--- config.mk ---
export PLATFORM = sky130hd
export DESIGN_NAME = discharge_telemetry_tx
export DESIGN_NICKNAME = d
export VERILOG_FILES = /design/src/rtl/discharge_telemetry_tx_pkg.sv /design/src/rtl/discharge_telemetry_tx_pulse_meter.sv /design/src/rtl/discharge_telemetry_tx.sv
export SDC_FILE = /design/constraint.sdc
export NUM_CORES = 1
export LEC_CHECK = 0
export CELL_PAD_IN_SITES_DETAIL_PLACEMENT = 0
export CELL_PAD_IN_SITES_GLOBAL_PLACEMENT = 1
export CORE_MARGIN = 2
export CORE_UTILIZATION = 50
export CTS_CLUSTER_DIAMETER = 200
export CTS_CLUSTER_SIZE = 30
export DETAILED_ROUTE_END_ITERATION = 8
export DONT_BUFFER_PORTS = 1
export PLACE_DENSITY_LB_ADDON = 0.12
export SLEW_MARGIN = 20
export SYNTH_ARGS = -nofsm -noshare
export SYNTH_HDL_FRONTEND = slang
export SYNTH_HIERARCHICAL = 1
export SYNTH_SLANG_ARGS = --single-unit
--- constraint.sdc ---
create_clock -name clk -period 3.9 [get_ports clk]
set_clock_uncertainty 0.2 [all_clocks]
set_input_delay 0.39 -clock clk [delete_from_list [all_inputs] [get_ports clk]]
set_output_delay 0.39 -clock clk [all_outputs]
set_load 0.01 [all_outputs]
--- src/rtl/discharge_telemetry_tx_pkg.sv ---
`default_nettype none
// ============================================================================
// Module  : discharge_telemetry_tx_pkg
// Brief   : Shared constants, frame word indices and TX state encoding.
//           Frame length depends on TELEMETRY_CHECKSUM_EN.
// Revision: 1.0  initial release
// ============================================================================
package discharge_telemetry_tx_pkg;

  localparam logic [7:0]  HEADER_TAG_DEF = 8'hA5;
  localparam logic [15:0] WIDTH_SAT_DEF  = 16'hFFFF;

  localparam logic [2:0] W_HDR   = 3'd0;
  localparam logic [2:0] W_WIDTH = 3'd1;
  localparam logic [2:0] W_PEAK  = 3'd2;
  localparam logic [2:0] W_VMIN  = 3'd3;
  localparam logic [2:0] W_CSUM  = 3'd4;

`ifdef TELEMETRY_CHECKSUM_EN
  localparam logic [2:0] FRAME_LEN = 3'd5;
`else
  localparam logic [2:0] FRAME_LEN = 3'd4;
`endif
  localparam logic [2:0] LAST_IDX = FRAME_LEN - 3'd1;

  typedef enum logic [0:0] {
    ST_IDLE = 1'b0,
    ST_SEND = 1'b1
  } tx_state_t;

endpackage
`default_nettype wire

--- src/rtl/discharge_telemetry_tx_pulse_meter.sv ---
`default_nettype none
// ============================================================================
// Module  : discharge_telemetry_tx_pulse_meter
// Brief   : Edge detect on is_operation; accumulates width, peak current and
//           minimum voltage of the current pulse. Emits a fall strobe.
// Revision: 1.0  initial release
// ============================================================================
module discharge_telemetry_tx_pulse_meter
  import discharge_telemetry_tx_pkg::*;
#(
  parameter logic [15:0] WIDTH_SAT = WIDTH_SAT_DEF
) (
  input  logic               clk,
  input  logic               rst_n,
  input  logic               is_operation,
  input  logic signed [15:0] sample_current,
  input  logic signed [15:0] sample_voltage,
  output logic               fall,
  output logic [15:0]        width,
  output logic signed [15:0] peak,
  output logic signed [15:0] vmin
);

  logic               r_op_d;
  logic [15:0]        r_width;
  logic signed [15:0] r_peak;
  logic signed [15:0] r_vmin;
  logic               w_rise;

  assign w_rise = is_operation & ~r_op_d;
  assign fall   = ~is_operation & r_op_d;
  assign width  = r_width;
  assign peak   = r_peak;
  assign vmin   = r_vmin;

  // Results hold after the fall so the framer can capture them on the strobe.
  always_ff @(posedge clk or negedge rst_n) begin
    if (!rst_n) begin
      r_op_d  <= 1'b0;
      r_width <= 16'd0;
      r_peak  <= 16'sd0;
      r_vmin  <= 16'sd0;
    end else begin
      r_op_d <= is_operation;
      if (w_rise) begin
        r_width <= 16'd1;
        r_peak  <= sample_current;
        r_vmin  <= sample_voltage;
      end else if (is_operation) begin
        if (r_width < WIDTH_SAT) r_width <= r_width + 16'd1;
        if (sample_current > r_peak) r_peak <= sample_current;
        if (sample_voltage < r_vmin) r_vmin <= sample_voltage;
      end
    end
  end

endmodule
`default_nettype wire

--- src/rtl/discharge_telemetry_tx.sv ---
`default_nettype none
// ============================================================================
// Module  : discharge_telemetry_tx
// Brief   : Packs per-pulse discharge measurements into 16-bit word frames
//           for the SPI slave TX path. Define TELEMETRY_CHECKSUM_EN to append
//           an XOR checksum word.
// Revision: 1.0  initial release
// ============================================================================
module discharge_telemetry_tx
  import discharge_telemetry_tx_pkg::*;
#(
  parameter logic [7:0]  HEADER_TAG = HEADER_TAG_DEF,
  parameter logic [15:0] WIDTH_SAT  = WIDTH_SAT_DEF
) (
  input  logic        clk,
  input  logic        rst_n,
  input  logic        is_operation,
  input  logic [15:0] sample_current,
  input  logic [15:0] sample_voltage,
  input  logic        report_enable,
  output logic [15:0] tx_data,
  output logic        tx_valid,
  input  logic        tx_ready,
  output logic        frame_active,
  output logic [15:0] drop_count
);

  tx_state_t   r_state;
  tx_state_t   w_state_next;
  logic [2:0]  r_idx;
  logic [7:0]  r_seq;
  logic [15:0] r_sh_width;
  logic [15:0] r_sh_peak;
  logic [15:0] r_sh_vmin;
  logic [15:0] r_drop;
  logic [15:0] w_word;
  logic        w_fall;
  logic [15:0] w_width;
  logic [15:0] w_peak;
  logic [15:0] w_vmin;
  logic        w_accept;
  logic        w_last;
  logic        w_capture;
  logic        w_drop;

  discharge_telemetry_tx_pulse_meter #(
    .WIDTH_SAT (WIDTH_SAT)
  ) u_meter (
    .clk            (clk),
    .rst_n          (rst_n),
    .is_operation   (is_operation),
    .sample_current (sample_current),
    .sample_voltage (sample_voltage),
    .fall           (w_fall),
    .width          (w_width),
    .peak           (w_peak),
    .vmin           (w_vmin)
  );

  assign w_accept  = (r_state == ST_SEND) & tx_ready;
  assign w_last    = (r_idx == LAST_IDX);
  assign w_capture = (r_state == ST_IDLE) & w_fall & report_enable;
  assign w_drop    = (r_state == ST_SEND) & w_fall & report_enable;

  always_comb begin
    w_state_next = r_state;
    case (r_state)
      ST_IDLE: if (w_capture) w_state_next = ST_SEND;
      ST_SEND: if (w_accept && w_last) w_state_next = ST_IDLE;
      default: w_state_next = ST_IDLE;
    endcase
  end

  always_ff @(posedge clk or negedge rst_n) begin
    if (!rst_n) r_state <= ST_IDLE;
    else        r_state <= w_state_next;
  end

  // Shadow registers decouple the frame being sent from the next measurement.
  always_ff @(posedge clk or negedge rst_n) begin
    if (!rst_n) begin
      r_idx      <= W_HDR;
      r_seq      <= 8'd0;
      r_sh_width <= 16'd0;
      r_sh_peak  <= 16'd0;
      r_sh_vmin  <= 16'd0;
      r_drop     <= 16'd0;
    end else begin
      if (w_capture) begin
        r_sh_width <= w_width;
        r_sh_peak  <= w_peak;
        r_sh_vmin  <= w_vmin;
        r_idx      <= W_HDR;
      end else if (w_accept) begin
        if (w_last) begin
          r_idx <= W_HDR;
          r_seq <= r_seq + 8'd1;
        end else begin
          r_idx <= r_idx + 3'd1;
        end
      end
      if (w_drop && (r_drop != 16'hFFFF)) r_drop <= r_drop + 16'd1;
    end
  end

`ifdef TELEMETRY_CHECKSUM_EN
  logic [15:0] w_csum;
  assign w_csum = {HEADER_TAG, r_seq} ^ r_sh_width ^ r_sh_peak ^ r_sh_vmin;
`endif

  always_comb begin
    w_word = 16'd0;
    case (r_idx)
      W_HDR:   w_word = {HEADER_TAG, r_seq};
      W_WIDTH: w_word = r_sh_width;
      W_PEAK:  w_word = r_sh_peak;
      W_VMIN:  w_word = r_sh_vmin;
`ifdef TELEMETRY_CHECKSUM_EN
      W_CSUM:  w_word = w_csum;
`endif
      default: w_word = 16'd0;
    endcase
  end

  assign tx_valid     = (r_state == ST_SEND);
  assign frame_active = (r_state == ST_SEND);
  assign tx_data      = (r_state == ST_SEND) ? w_word : 16'd0;
  assign drop_count   = r_drop;

endmodule
`default_nettype wire

==> impl_metrics.json, run 1 <==
{
  "post_cts.repair.setup_buffers": 0,
  "cts_tree": "built",
  "setup_ws_ns": 0.5865,
  "rsz0062_at_grt": "false",
  "ant_nets": 0,
  "max_cap_violations": 0,
  "regArea_um2": 3128,
  "die_area_um2": 13720,
  "fin_crit_sh": 0.8496,
  "p_clk_frac": 0.309,
  "yosys.area.top_type": "dfrtp_1",
  "antenna_cells": 0,
  "synth_seq_area_share": 0.4887,
  "cp_num_buf_inv": 1,
  "synth_ff_type": "dfrtp_1",
  "fin_area_um2": 7500,
  "crit_path_start_kind": "flip-flop",
  "p_leak_nw": 3.700,
  "crit_arrival_ns": 3.41,
  "p_sw_mw": 1.690,
  "multi_input_area_um2": 3008,
  "r2r_slack_ns": 0.59,
  "slowest_delay_ns": 0.89,
  "area_growth_pct": 17.16,
  "met1_usage": 0.3067,
  "drive_gt1_frac": 0.1189,
  "slew_headroom": 0.2959,
  "status": "finished clean",
  "setup_violations": 0,
  "fillers": 1111,
  "cts_buffers": 17,
  "critPathCaptureType": "flip-flop",
  "use_met2": 0.3571,
  "grt_max_degree": 126,
  "grtUsageTotal": 0.2287,
  "synth_async_sr_flop_share": 1.000,
  "place.gp.congestion": 0.7970,
  "ios": 71,
  "irDropWorstVdd_mv": 0.3359,
  "route.detailed.wl_per_inst_um": 17.04,
  "syn-cell-area_um2": 6401,
  "fmax_mhz": 301.8,
  "cp_max_fo": 16,
  "yosys_warnings": 6,
  "min_path_type": "input port to flip-flop",
  "final_nets": 761,
  "overflow": 0,
  "crit_start": "u_meter/peak[15]$_DFFE_PN0P_",
  "dp_hpwl_mm": 10.02,
  "routed_via_density": 5.400,
  "cp_num_cells": 8,
  "grt_pass1_vias": 4578,
  "ys_types": 53,
  "synth_edf_count": 0,
  "r2r_cells": 8,
  "die_h_um": 117.1,
  "port_buffers": 0,
  "seqPwrFrac": 0.408,
  "drv_slew": 0,
  "initial_utilization": 0.5093,
  "synth.top_cells.by_count": "nand2_1, dfrtp_1, ha_1",
  "critPathCapture": "u_meter/peak[15]$_DFFE_PN0P_",
  "switching_share": 0.3402,
  "grt_first_pass_wirelength_mm": 23.60,
  "hold_buffers": 37,
  "tns_ns": 0,
  "core-area_um2": 12570,
  "drc": 0,
  "insertion_delay_ns": 0.42,
  "stdcell_count": 870,
  "clock-root-buffer": "clkbuf_16",
  "internal-power_mw": 3.277,
  "vias": 4698,
  "power_mw": 4.966,
  "p_comb_frac": 0.283,
  "cts.path.max_buffers": 2,
  "hold_viol": 0,
  "postSynthCellCount": 649,
  "path_clk_slew_ns": 0.05,
  "syn_area_per_cell_um2": 9.863,
  "synth_seq_cells": 125,
  "power.density_nw_per_um2": 662.2,
  "antenna_found_initial": 0,
  "netlist.area_leader.share": 0.4887,
  "synth_area_leaders": "dfrtp_1, nand2_1, ha_1",
  "dpl.cell_count": 802,
  "top_usage_layer": "met2",
  "finalCriticalPeriod_ns": 3.314,
  "yosysMostFrequentCell": "nand2_1",
  "first_iter_violations": 283,
  "tightest_slew_ns": 1.054,
  "row_count": 41,
  "h-tree-depth": 4,
  "crit_type": "flip-flop to flip-flop",
  "use_met3": 0.06540,
  "crit_chain": "inv_1 > ha_1 > nand4_1 > nor4_2 > a21boi_2 > nor2_1 > o311ai_4 > mux2_2",
  "cp.required_ns": 4.00,
  "cts_sinks": 125,
  "dr.pass1.iters": 4,
  "cts_resized": 0,
  "syn_nets": 724,
  "crit_slowest_cell": "o311ai_4",
  "place_ws_ns": 0.6072,
  "r2r_end": "u_meter/peak[15]$_DFFE_PN0P_",
  "die_x_um": 117.1,
  "placed_area_um2": 6543,
  "cp_top_family": "compound AO/OA/AOI/OAI gates",
  "wirelength_mm": 14.82,
  "r2r_start": "u_meter/peak[15]$_DFFE_PN0P_"
}
==> stage by stage <==
step / util / hold WS (ns)
after global routing: 0.5967 / 0.05779
after global placement: 0.5206 / -0.1030
final: 0.5967 / 0.03485
after detailed placement: 0.5206 / -0.1025
after floorplan: - / -0.1056
after CTS: 0.5967 / 0.01991
==> sequential cells by signal, indices dropped and copies added (netlist names), 8 cells and up <==
name / flops
drop_count: 16
r_seq: 8
r_sh_peak: 16
r_sh_vmin: 16
r_sh_width: 16
u_meter/peak: 16
u_meter/vmin: 16
u_meter/width: 16
==> per-layer routing <==
metal / share of wire / vias to the layer above
met5: 0 / -
met4: 0.013 / 0
met3: 0.045 / 12
met2: 0.47 / 90
met1: 0.47 / 2306
li1: - / 2290
==> how the worst min path moves through the flow <==
stage | to | slack (ns) | cells after the start | startpoint
after floorplan | drop_count[0]$_DFFE_PN0P_ | -0.11 | 0 | rst_n
after global placement | u_meter/peak[8]$_DFFE_PN0P_ | -0.10 | 0 | rst_n
after detailed placement | u_meter/peak[8]$_DFFE_PN0P_ | -0.10 | 0 | rst_n
after CTS | frame_active$_DFF_PN0_ | 0.02 | 3 | is_operation
after global routing | frame_active$_DFF_PN0_ | 0.06 | 3 | is_operation
final | frame_active$_DFF_PN0_ | 0.03 | 3 | is_operation
==> cell families (layout without fill, tap and decap cells) <==
logic type               count (synthesis)  after routing  share of synthesized area
AO/OA/AOI/OAI                           77             77                    0.08190
XOR/XNOR                                34             34                    0.04652
adder cells (fa/ha/maj)                 38             38                    0.07428
buffers and inverters                   63            112                    0.04261
flip-flops                             125            125                     0.4887
multiplexers                            35             35                    0.06743
AND/OR/NAND/NOR                        277            277                     0.1986
==> cells in the final DEF (no fill, tap or decap), drive strengths merged, types with 3 or more instances in the layout <==
master | Yosys | final
nand2 | 171 | 171
dfrtp | 125 | 125
ha | 38 | 38
inv | 37 | 37
dlygate4sd3 | 0 | 36
mux2 | 35 | 35
a21oi | 31 | 31
nor2 | 29 | 29
xor2 | 24 | 24
clkbuf | 19 | 24
a22oi | 21 | 21
nand3 | 19 | 19
nand4 | 12 | 12
xnor2 | 10 | 10
nor3 | 9 | 9
buf | 7 | 8
nor4 | 8 | 8
o21ai | 7 | 7
and3 | 7 | 7
and4 | 5 | 5
a222oi | 4 | 4
clkinv | 0 | 4
nand2b | 3 | 3
a31oi | 3 | 3
nor2b | 3 | 3
==> power groups by stage <==
stage / Sequential [mW] / Clock, mW / Combinational, mW
finish: 2.03 / 1.53 / 1.40
global route: 2.08 / 1.63 / 1.59
CTS: 2.03 / 1.56 / 1.42
detailed placement: 2.04 / 0 / 1.35
global placement: 2.02 / 0 / 1.31
floorplan: 1.92 / 0 / 1.12
==> worst register-to-register path, cell delays in order (launching register included) <==
cell and delay (ns):
dfrtp_1 0.39, inv_1 0.06, ha_1 0.34, nand4_1 0.23
nor4_2 0.36, a21boi_2 0.22, nor2_1 0.08, o311ai_4 0.89
mux2_2 0.43
==> cell type report <==
type,count,share of cell area
sequential,125,0.4171
multi-input combinational,461,0.4011
clock buffer,24,0.06423
timing repair buffer,44,0.05873
tap,172,0.02870
inverter,37,0.01852
clock inverter,7,0.01168
Power figures use the tool's default switching activity.
==> run 2: changes to the inputs <==
clock period = 3.4 ns   (was 3.9 ns; I/O delays follow)
==> impl_metrics.json, run 2 (synthesized netlist as in run 1, its figures left out) <==
{
  "row_count": 41,
  "use_met2": 0.3705,
  "wirelength_mm": 14.93,
  "grt_first_pass_wirelength_mm": 24.21,
  "top_usage_layer": "met2",
  "ios": 71,
  "violations": "hold timing",
  "final_core_util": 0.6017,
  "fin_area_um2": 7562,
  "clock-root-buffer": "clkbuf_16",
  "dp_hpwl_mm": 9.953,
  "slew_headroom": 0.3576,
  "power_mw": 5.894,
  "cts_buffers": 17,
  "status": "finished with violations",
  "core-area_um2": 12570,
  "die_x_um": 117.1,
  "path_clk_slew_ns": 0.05,
  "insertion_delay_ns": 0.42,
  "tightest_slew_ns": 0.9636,
  "grt_max_degree": 126,
  "cts_sinks": 125,
  "finalCriticalPeriod_ns": 3.174,
  "critPathCaptureType": "output pin",
  "fmax_mhz": 315.1,
  "port_buffers": 0,
  "final_nets": 760,
  "met1_usage": 0.3111,
  "drv_slew": 0,
  "placed_area_um2": 6555,
  "cp_max_fo": 17,
  "drive_gt1_frac": 0.1191,
  "drc": 0,
  "max_cap_violations": 0,
  "overflow": 0,
  "cts.path.max_buffers": 2,
  "irDropWorstVdd_mv": 0.4644,
  "multi_input_area_um2": 3008,
  "route.detailed.wl_per_inst_um": 17.18,
  "regArea_um2": 3128,
  "hold_slack_ns": -0.5797,
  "final_common_cell": "nand2_1",
  "fillers": 1068,
  "cp.required_ns": 2.86,
  "crit_type": "flip-flop to output pin",
  "min_path_type": "input port to async pin",
  "p_leak_nw": 3.722,
  "routed_via_density": 5.359,
  "place.gp.congestion": 0.8368,
  "vias": 4657,
  "hold_viol": 125,
  "stdcell_count": 869,
  "grt_pass1_vias": 4806,
  "place_ws_ns": 0.1104,
  "rsz0062_at_grt": "false",
  "dpl.cell_count": 802,
  "fin_crit_sh": 0.9336,
  "die_h_um": 117.1,
  "ant_nets": 0,
  "power.density_nw_per_um2": 779.5,
  "setup_violations": 0,
  "first_iter_violations": 318,
  "setup_ws_ns": 0.2259,
  "die_area_um2": 13720,
  "area_growth_pct": 18.14,
  "final_cell_mix": "nand2_1, dfrtp_1, ha_1",
  "h-tree-depth": 4,
  "antenna_found_initial": 0,
  "hold_buffers": 35,
  "initial_utilization": 0.5093,
  "tns_ns": 0,
  "crit_path_start_kind": "flip-flop",
  "crit_arrival_ns": 2.63,
  "grtUsageTotal": 0.2337,
  "r2r_cells": 8,
  "antenna_cells": 0,
  "dr.pass1.iters": 5,
  "use_met3": 0.06179,
  "cts_tree": "built"
}
## run 2: cell count changes in the layout (fill, tap and decap cells not counted), sizes merged
cell	change
clkbuf	+2
clkinv	-4
bufinv	+2
dlygate4sd3	-1
## run 2: repair_timing
| item | in CTS | in global routing |
|---|---|---|
| resized for setup | 0 | 0 |
| setup endpoints to repair | 0 | 16 |
| setup buffers | 0 | 1 |
| hold endpoints to repair | 164 | 125 |
## run 2: area by class of cell
cell class	count	area share
multi-input combinational	461	0.3977
clock buffer	26	0.06734
tap	172	0.02846
clock inverter	5	0.01688
sequential	125	0.4136
timing repair buffer	43	0.05758
inverter	37	0.01837
## run 2: power by group
| part | total, mW | switching [mW] | internal (mW) |
|---|---|---|---|
| registers | 2.32 | 0.398 | 1.93 |
| clock network | 1.95 | 0.629 | 1.32 |
| logic | 1.62 | 0.895 | 0.724 |
## run 2: final timing paths
check / startpoint / endpoint / slack [ns]
worst max register to register: u_meter/vmin[9]$_DFFE_PN0P_ / u_meter/vmin[5]$_DFFE_PN0P_ / 0.44
max in group asynchronous: rst_n / u_meter/width[2]$_DFFE_PN0P_ / 3.35
min in group clk: is_operation / u_meter/width[10]$_DFFE_PN0P_ / 0.09
worst max-delay path: r_idx[0]$_DFFE_PN0P_ / tx_data[7] / 0.23
worst min register to register: r_sh_width[15]$_DFFE_PN0P_ / r_sh_width[15]$_DFFE_PN0P_ / 0.28
worst min-delay path: rst_n / u_meter/peak[8]$_DFFE_PN0P_ / -0.58
## run 2: critical path, cell delays in order, from the launching register on
cell and delay [ns]:
dfrtp_1 0.41, inv_1 0.09, ha_1 0.19, buf_4 0.20, or4_1 0.53, nand3b_1 0.54
a21oi_1 0.25
## run 2: metal layers
layer / vias to the layer above / share of wire
li1: 2286 / -
met1: 2252 / 0.47
met2: 100 / 0.47
met3: 19 / 0.044
met4: 0 / 0.017
met5: - / 0
==> run 3: changes to the inputs <==
CAP_MARGIN = 40   (was default)
==> impl_metrics.json, run 3 (synthesized netlist as in run 1, its figures left out) <==
{
  "crit_type": "flip-flop to flip-flop",
  "tightest_slew_ns": 0.7927,
  "h-tree-depth": 4,
  "wirelength_mm": 14.90,
  "post_cts.repair.setup_buffers": 0,
  "vias": 4679,
  "overflow": 0,
  "drv_slew": 0,
  "crit_slowest_cell": "o311ai_4",
  "max_cap_violations": 0,
  "finalCriticalPeriod_ns": 3.188,
  "grt_pass1_vias": 4776,
  "antenna_cells": 0,
  "drive_gt1_frac": 0.1273,
  "fin_crit_sh": 0.9375,
  "irDropWorstVdd_mv": 0.3847,
  "route.detailed.wl_per_inst_um": 17.11,
  "fillers": 1082,
  "port_buffers": 0,
  "dr.pass1.iters": 5,
  "slew_headroom": 0.4716,
  "final_common_cell": "nand2_1",
  "drc": 0,
  "place.gp.congestion": 0.8368,
  "insertion_delay_ns": 0.42,
  "die_area_um2": 13720,
  "p_leak_nw": 3.716,
  "path_clk_slew_ns": 0.05,
  "rsz0062_at_grt": "false",
  "hold_viol": 125,
  "grtUsageTotal": 0.2310,
  "status": "finished with violations",
  "fmax_mhz": 313.7,
  "grt_max_degree": 126,
  "stdcell_count": 871,
  "r2r_slack_ns": 0.21,
  "clock-root-buffer": "clkbuf_16",
  "min_path_type": "input port to async pin",
  "die_h_um": 117.1,
  "critPathCaptureType": "flip-flop",
  "power_mw": 5.744,
  "cts_tree": "built",
  "final_cell_mix": "nand2_1, dfrtp_1, ha_1",
  "first_iter_violations": 290,
  "power.density_nw_per_um2": 761.5,
  "cts.path.max_buffers": 2,
  "routed_via_density": 5.372,
  "crit_chain": "inv_1 > ha_1 > nand4_1 > nor4_2 > a21boi_2 > nor2_1 > o311ai_4 > buf_6 > mux2_4",
  "dpl.cell_count": 804,
  "cts_sinks": 125,
  "cp_num_buf_inv": 2,
  "cp_max_fo": 9,
  "hold_slack_ns": -0.5816,
  "crit_arrival_ns": 3.28,
  "core-area_um2": 12570,
  "initial_utilization": 0.5093,
  "row_count": 41,
  "tns_ns": 0,
  "hold_buffers": 35,
  "die_x_um": 117.1,
  "final_nets": 761,
  "final_core_util": 0.6001,
  "grt_first_pass_wirelength_mm": 24.03,
  "crit_path_start_kind": "flip-flop",
  "cp.required_ns": 3.50,
  "violations": "hold timing",
  "antenna_found_initial": 0,
  "slowest_delay_ns": 0.56,
  "area_growth_pct": 17.83,
  "ant_nets": 0,
  "ios": 71,
  "dp_hpwl_mm": 10.09,
  "cts_buffers": 17,
  "cp_top_family": "compound AO/OA/AOI/OAI gates",
  "setup_violations": 0
}
[run 3: cell types whose count changed in the layout (fill, tap and decap cells not counted)]
cell | before | now
clkinv_2 | 0 | 4
clkinv_4 | 0 | 1
clkbuf_1 | 4 | 0
buf_6 | 0 | 1
clkinvlp_4 | 1 | 3
bufinv_16 | 4 | 2
[run 3: area by class of cell]
class	instances	area [um^2]	share of cell area
clock buffers	22	494.2	0.06553
clock inverters	10	111.4	0.01476
inverters	37	138.9	0.01841
well taps	172	215.2	0.02853
multi-input cells	461	3008	0.3988
repair buffers	44	446.7	0.05922
flip-flops and latches	125	3128	0.4147
[run 3: worst register-to-register path, delay by kind of cell (launching register included)]
family | cells | cell delay (ns)
buffers and inverters | 2 | 0.30
adder cells (fa/ha/maj) | 1 | 0.35
AND/OR/NAND/NOR | 3 | 0.75
flip-flops | 1 | 0.36
AO/OA/AOI/OAI | 2 | 0.81
multiplexers | 1 | 0.31
[run 3: worst paths after layout]
kind	start	cells after the start	end
max in group asynchronous	rst_n	0	u_meter/vmin[11]$_DFFE_PN0P_
setup reg to reg	u_meter/peak[15]$_DFFE_PN0P_	9	u_meter/peak[9]$_DFFE_PN0P_
hold reg to reg	r_sh_vmin[3]$_DFFE_PN0P_	2	r_sh_vmin[3]$_DFFE_PN0P_
min in group clk	report_enable	3	drop_count[3]$_DFFE_PN0P_
hold / removal	rst_n	0	u_meter/peak[8]$_DFFE_PN0P_
setup / recovery	u_meter/peak[15]$_DFFE_PN0P_	9	u_meter/peak[9]$_DFFE_PN0P_
[run 3: repair_timing]
action                     in CTS  in global routing
setup endpoints to repair       0                  0
resized for setup               0                  0
hold endpoints to repair      163                125
[run 3: through the flow]
step	worst slack, ns	cell area [um^2]
after floorplan	0.6966	6401
after global placement	0.2291	6555
after detailed placement	0.2684	6586
final	0.2124	7542
after CTS	0.2146	7542
after global routing	0.05895	7542
[run 3: routing by layer]
layer,GRT usage,up-vias,part of all wire
met1,0.3034,2285,0.46
li1,-,2291,-
met5,0,-,0
met3,0.06591,15,0.040
met4,0.06588,0,0.012
met2,0.3755,88,0.49
[run 3: power breakdown]
| group | internal (mW) | switching [mW] | leakage, nW |
|---|---|---|---|
| logic | 0.718 | 0.885 | 1.82 |
| registers | 1.93 | 0.389 | 1.60 |
| clock network | 1.17 | 0.654 | 0.294 |
| total | 3.82 | 1.93 | 3.72 |
